File: config.mk
export PLATFORM = sky130hd
export DESIGN_NAME = hs_sync_fifo_flat
export DESIGN_NICKNAME = d
export VERILOG_FILES = /design/src/rtl/hs_sync_fifo_pkg.sv /design/src/rtl/hs_sync_fifo_if.sv /design/src/rtl/hs_fifo_ram.sv /design/src/rtl/hs_sync_fifo.sv /design/src/flat_wrapper.sv
export SDC_FILE = /design/constraint.sdc
export NUM_CORES = 1
export LEC_CHECK = 0
export ABC_AREA = 0
export CAP_MARGIN = 40
export CELL_PAD_IN_SITES_DETAIL_PLACEMENT = 2
export CELL_PAD_IN_SITES_GLOBAL_PLACEMENT = 2
export CORE_UTILIZATION = 40
export DETAILED_ROUTE_END_ITERATION = 12
export DONT_BUFFER_PORTS = 1
export PLACE_DENSITY = 0.76
export RECOVER_POWER = 100
export SYNTH_ARGS = -nofsm -noshare
export SYNTH_HDL_FRONTEND = slang
export SYNTH_HIERARCHICAL = 1
export SYNTH_SLANG_ARGS = --single-unit
File: constraint.sdc
create_clock -name clk -period 6.05 [get_ports clk]
set_input_delay 1.5125 -clock clk [delete_from_list [all_inputs] [get_ports clk]]
set_output_delay 1.5125 -clock clk [all_outputs]
set_load 0.02 [all_outputs]
File: src/rtl/hs_sync_fifo_pkg.sv
// Shared defaults and helpers for the handshake FIFO slice.
// Imported by the interface, the RAM and the FIFO top.
package hs_sync_fifo_pkg;

  localparam int HS_L_DEFAULT          = 8;
  localparam int HS_FIFO_DEPTH_DEFAULT = 4;

  function automatic int hs_clog2(input int value);
    int r;
    r = 0;
    for (int i = 0; i < 31; i++) begin
      if ((1 << i) < value) r = i + 1;
    end
    return r;
  endfunction

endpackage

File: src/rtl/hs_sync_fifo_if.sv
// Valid/ready bundle around hs_sync_fifo: the _f side is upstream, the _b side is downstream.
// It also carries the occupancy count.
interface hs_sync_fifo_if
  import hs_sync_fifo_pkg::*;
#(
  parameter int L     = HS_L_DEFAULT,
  parameter int DEPTH = HS_FIFO_DEPTH_DEFAULT
);
  localparam int AW = hs_clog2(DEPTH);

  logic          valid_f;
  logic [L-1:0]  data_f;
  logic          ready_f;
  logic          valid_b;
  logic [L-1:0]  data_b;
  logic          ready_b;
  logic [AW:0]   count;

  modport master (
    output valid_f, data_f, ready_b,
    input  ready_f, valid_b, data_b, count
  );

  modport slave (
    input  valid_f, data_f, ready_b,
    output ready_f, valid_b, data_b, count
  );

endinterface

File: src/rtl/hs_fifo_ram.sv
// DEPTH x L register array for the FIFO.
// It has one synchronous write port and one combinational read port. Contents are not reset.
module hs_fifo_ram
  import hs_sync_fifo_pkg::*;
#(
  parameter int L     = HS_L_DEFAULT,
  parameter int DEPTH = HS_FIFO_DEPTH_DEFAULT,
  parameter int AW    = hs_clog2(DEPTH)
) (
  input  logic          clk,
  input  logic          we_i,
  input  logic [AW-1:0] waddr_i,
  input  logic [L-1:0]  wdata_i,
  input  logic [AW-1:0] raddr_i,
  output logic [L-1:0]  rdata_o
);

  logic [L-1:0] mem_q [DEPTH];

  always_ff @(posedge clk) begin
    if (we_i) mem_q[waddr_i] <= wdata_i;
  end

  assign rdata_o = mem_q[raddr_i];

endmodule

File: src/rtl/hs_sync_fifo.sv
// First-word-fall-through valid/ready FIFO placed between the backward skid buffer and the slave.
// Pointers carry a wrap bit so that full and empty can be told apart without a separate flag.
module hs_sync_fifo
  import hs_sync_fifo_pkg::*;
#(
  parameter int L     = HS_L_DEFAULT,
  parameter int DEPTH = HS_FIFO_DEPTH_DEFAULT
) (
  input  logic          clk,
  input  logic          rst,
  hs_sync_fifo_if.slave fifo_if
);

  localparam int          AW      = hs_clog2(DEPTH);
  localparam logic [AW:0] PTR_ONE = (AW + 1)'(1);

  logic [AW:0] wr_ptr_q, wr_ptr_d;
  logic [AW:0] rd_ptr_q, rd_ptr_d;
  logic [AW:0] count_q,  count_d;
  logic        empty, full, push, pop;

  assign empty = (wr_ptr_q == rd_ptr_q);
  assign full  = (wr_ptr_q[AW-1:0] == rd_ptr_q[AW-1:0]) && (wr_ptr_q[AW] != rd_ptr_q[AW]);

  // ready_f depends only on registered state and rst, never on ready_b
  assign fifo_if.ready_f = ~full & ~rst;
  assign fifo_if.valid_b = ~empty;
  assign fifo_if.count   = count_q;

  assign push = fifo_if.valid_f & fifo_if.ready_f;
  assign pop  = fifo_if.valid_b & fifo_if.ready_b;

  always_comb begin
    wr_ptr_d = wr_ptr_q;
    rd_ptr_d = rd_ptr_q;
    count_d  = count_q;
    if (push) wr_ptr_d = wr_ptr_q + PTR_ONE;
    if (pop)  rd_ptr_d = rd_ptr_q + PTR_ONE;
    if (push && !pop)      count_d = count_q + PTR_ONE;
    else if (pop && !push) count_d = count_q - PTR_ONE;
  end

  always_ff @(posedge clk) begin
    if (rst) begin
      wr_ptr_q <= '0;
      rd_ptr_q <= '0;
      count_q  <= '0;
    end else begin
      wr_ptr_q <= wr_ptr_d;
      rd_ptr_q <= rd_ptr_d;
      count_q  <= count_d;
    end
  end

  hs_fifo_ram #(
    .L     (L),
    .DEPTH (DEPTH),
    .AW    (AW)
  ) u_ram (
    .clk     (clk),
    .we_i    (push),
    .waddr_i (wr_ptr_q[AW-1:0]),
    .wdata_i (fifo_if.data_f),
    .raddr_i (rd_ptr_q[AW-1:0]),
    .rdata_o (fifo_if.data_b)
  );

endmodule

File: src/flat_wrapper.sv
// flat-port wrapper written by rule: the top's interface ports become plain ports
module hs_sync_fifo_flat import hs_sync_fifo_pkg::*;
#(
  parameter int L     = HS_L_DEFAULT,
  parameter int DEPTH = HS_FIFO_DEPTH_DEFAULT
)
  (clk, rst, fifo_if_valid_f, fifo_if_data_f, fifo_if_ready_b, fifo_if_ready_f, fifo_if_valid_b, fifo_if_data_b, fifo_if_count);
  hs_sync_fifo_if #(.L(L), .DEPTH(DEPTH)) fifo_if_i ();
  input  logic clk;
  input  logic rst;
  input wire logic [$bits(fifo_if_i.valid_f)-1:0] fifo_if_valid_f;
  input wire logic [$bits(fifo_if_i.data_f)-1:0] fifo_if_data_f;
  input wire logic [$bits(fifo_if_i.ready_b)-1:0] fifo_if_ready_b;
  output wire logic [$bits(fifo_if_i.ready_f)-1:0] fifo_if_ready_f;
  output wire logic [$bits(fifo_if_i.valid_b)-1:0] fifo_if_valid_b;
  output wire logic [$bits(fifo_if_i.data_b)-1:0] fifo_if_data_b;
  output wire logic [$bits(fifo_if_i.count)-1:0] fifo_if_count;
  assign fifo_if_i.valid_f = fifo_if_valid_f;
  assign fifo_if_i.data_f = fifo_if_data_f;
  assign fifo_if_i.ready_b = fifo_if_ready_b;
  assign fifo_if_ready_f = fifo_if_i.ready_f;
  assign fifo_if_valid_b = fifo_if_i.valid_b;
  assign fifo_if_data_b = fifo_if_i.data_b;
  assign fifo_if_count = fifo_if_i.count;
  hs_sync_fifo #(.L(L), .DEPTH(DEPTH)) u_core (.clk(clk), .rst(rst), .fifo_if(fifo_if_i));
endmodule
==> impl_metrics.toml <==
[global_route]
grt_pass1_vias = 1181
use_met1_pct = 18.4
grt_usage_pct = 17.5
overflow = 0
grt_max_degree = 16
grt_pass1_wl_mm = 6.21
grtUsageMet2_pct = 31.9
gr-usage-met3_pct = 5.56
antenna_found_initial = 0
top_usage_layer = "met2"

[placement]
hpwlAfterDp_mm = 2.74
dp_cells = 164
place.gp.congestion = 0.672
io_buffers = 0

[hold_path]
hold_start = "u_core/wr_ptr_q[2]"
min_path_cells = 2
hold_end = "u_core/wr_ptr_q[2]"
hp-class = "reg -> reg"

[sta]
finClkSkew_ns = 0.00129
min_period_ns = 3.65
fin_crit_sh_pct = 60.3
maxSlewHeadroom_pct = 47.1
grt_setup_unrepaired = "no"
hold_viol = 0
setup_viol = 0
tns_ns = 0
fmax_mhz = 274
worstMarginPinSlew_ns = 0.792
finalMaxSlewViolations = 0

[power_and_ir_drop]
power.density_nw_per_um2 = 456
peakVddDrop_mv = 0.181
p_sw_share_pct = 34.9
internal-power_mw = 0.578
power_leakage_nw = 0.653
p_switching_mw = 0.310
seq_power_share_pct = 46.9
comb_power_share_pct = 28.0
clockPowerShare_pct = 25.1

[worst_setup_path]
slowest_delay_ns = 0.84
r2r-end = "u_core/fifo_if.count[2]"
crit_slowest_cell = "dfxtp_1"
startpoint_type = "register"
reg2regPathDepth = 9
reg2reg_from = "u_core/rd_ptr_q[0]"
critical_path_class = "reg -> out"
required_ns = 4.54
path_max_fanout = 13
worstSetupEndpointType = "output port"
worstPathCellList = "xor2_1 > nor2_1 > a21oi_1"
arrival_ns = 2.13
reg2reg_slack_ns = 2.64
cp-startpoint = "u_core/rd_ptr_q[0]"

[clock_tree]
clk_latency_ns = 0.28
ctsResizeCount = 0
clk_pin_slew_ns = 0.07
cts_buffer_depth = 2
cts_root_buffer = "clkbuf_8"
post_cts_buffers = 0
tritoncts = "done"
cts_buffers = 5
clock-sinks = 41
h-tree-depth = 2
cts_hold_buf = 0

[yosys]
yosys_warnings = 6
ys_ff_latch = 41
avgSynthCellArea_um2 = 15.5
synth_cell_types = 33
synthesis.nets = 132
syn_area_um2 = 1800
synth_seq_area_share_pct = 63.5
syn_inst = 116

[die]
die_w_um = 69.0
rows = 24
start_util_pct = 41.6
fp.coreArea_um2 = 4320
dieHeight_um = 69.0
pin_count = 25
die-area_um2 = 4770

[routing]
wl_per_cell_um = 22.2
dr.pass1.iters = 3
drt_wl_total_mm = 3.83
first_iter_violations = 49
num_vias = 1014
vias_per_cell = 5.90
ant_nets = 0
drcViolationCount = 0

[final_layout]
fin_nets = 135
diodes = 0
layout-drive-gt1-share_pct = 14.2
area_growth_pct = 8.14
fin_cells = 172
utilization_pct = 45.0

[outcome]
outcome = "completed"

[run]
max-cap-violations = 0
==> layer usage <==
metal  vias up  wire length, um  share of wire [%]
met5         -                0                  0
met4         0               63                1.6
met3         7              163                4.3
met2        20             2060                 54
met1       522             1540                 40
li1        465                -                  -
==> flip-flops by register name, indices dropped and copies added (netlist names) <==
signal and cells:
u_core/fifo_if.count 3, u_core/rd_ptr_q 3, u_core/u_ram/mem_q 32, u_core/wr_ptr_q 3
==> area by class of cell <==
class | count | area, um2
clock buffers | 7 | 86.3
clock inverters | 1 | 30.0
fillers | 429 | 2380
inverters | 3 | 11.3
multi-input cells | 67 | 607
flip-flops and latches | 41 | 1140
well taps | 52 | 65.1
repair buffers | 1 | 3.75
==> critical path, delay by kind of cell (launching register included) <==
kind / cells / cell delay [ns]
xor gates and xnor gates: 1 / 0.46
AOI/OAI and AO/OA: 1 / 0.40
and+or+nand+nor: 1 / 0.15
DFF: 1 / 0.84
==> synth_stat cells (all sizes together) <==
master,instances,area share (%)
a211oi,1,0.42
or2b,1,0.42
o311ai,2,0.97
and3,2,0.70
mux4,8,10
nand2,6,1.3
dfxtp,9,10
and3b,2,0.97
nand3,1,0.28
nor2,3,0.63
edfxtp,32,53
ha,3,2.1
a2bb2oi,2,0.97
or4,1,0.42
o21ai,6,1.7
mux2i,1,0.56
nor3b,3,1.3
a211o,2,0.97
buf,3,1.7
clkbuf,2,0.49
a21oi,2,0.56
xnor2,3,1.5
a21o,2,0.97
nand4,2,0.70
o211ai,2,0.83
inv,3,0.63
nand2b,1,0.35
a31oi,4,1.4
xor2,5,2.4
fa,1,1.1
or3,1,0.35
==> power by group through the flow <==
stage	combinational, mW	clock (mW)	sequential, mW
2_1_floorplan	0.235	0	0.387
3_3_place_gp	0.240	0	0.417
3_5_place_dp	0.254	0	0.424
4_1_cts	0.255	0.231	0.417
5_1_grt	0.271	0.242	0.425
6_report	0.249	0.223	0.416
==> cells in the final DEF, fill, tap and decap left out, drive strengths merged, types with 4 or more instances in the layout <==
cell    Yosys  layout
a31oi       4       4
clkbuf      2       8
dfxtp       9       9
edfxtp     32      32
mux4        8       8
nand2       6       6
o21ai       6       6
xor2        5       5
==> worst max-delay path by stage <==
stage,to,slack (ns),cells past startpoint
final,fifo_if_ready_f,2.40,3
after global routing,fifo_if_ready_f,2.25,3
after CTS,fifo_if_ready_f,2.38,3
after detailed placement,u_core/fifo_if.count[2],2.60,8
after global placement,fifo_if_ready_f,2.67,1
after floorplan,fifo_if_ready_f,2.49,2
==> cell families (layout without fill, tap and decap cells) <==
| kind of cell | count (synthesis) | in the layout | synth area share [%] |
|---|---|---|---|
| xor gates and xnor gates | 8 | 8 | 3.90 |
| DFF | 41 | 41 | 63.5 |
| and+or+nand+nor | 23 | 23 | 7.31 |
| adders and majority gates | 4 | 4 | 3.20 |
| AOI/OAI and AO/OA | 23 | 23 | 8.77 |
| buffers and inverters | 8 | 12 | 2.78 |
| muxes | 9 | 9 | 10.6 |
==> through the flow <==
| stage | worst slack, ns | power, mW | hold WS (ns) | instance area [um2] |
|---|---|---|---|---|
| after floorplan | 2.49 | 0.622 | 0.501 | 1800 |
| after detailed placement | 2.60 | 0.678 | 0.539 | 1830 |
| after global routing | 2.25 | 0.937 | 0.584 | 1940 |
| final | 2.40 | 0.887 | 0.552 | 1940 |
| after CTS | 2.38 | 0.904 | 0.552 | 1950 |
| after global placement | 2.67 | 0.657 | 0.504 | 1830 |
(Power assumes the default switching activity.)
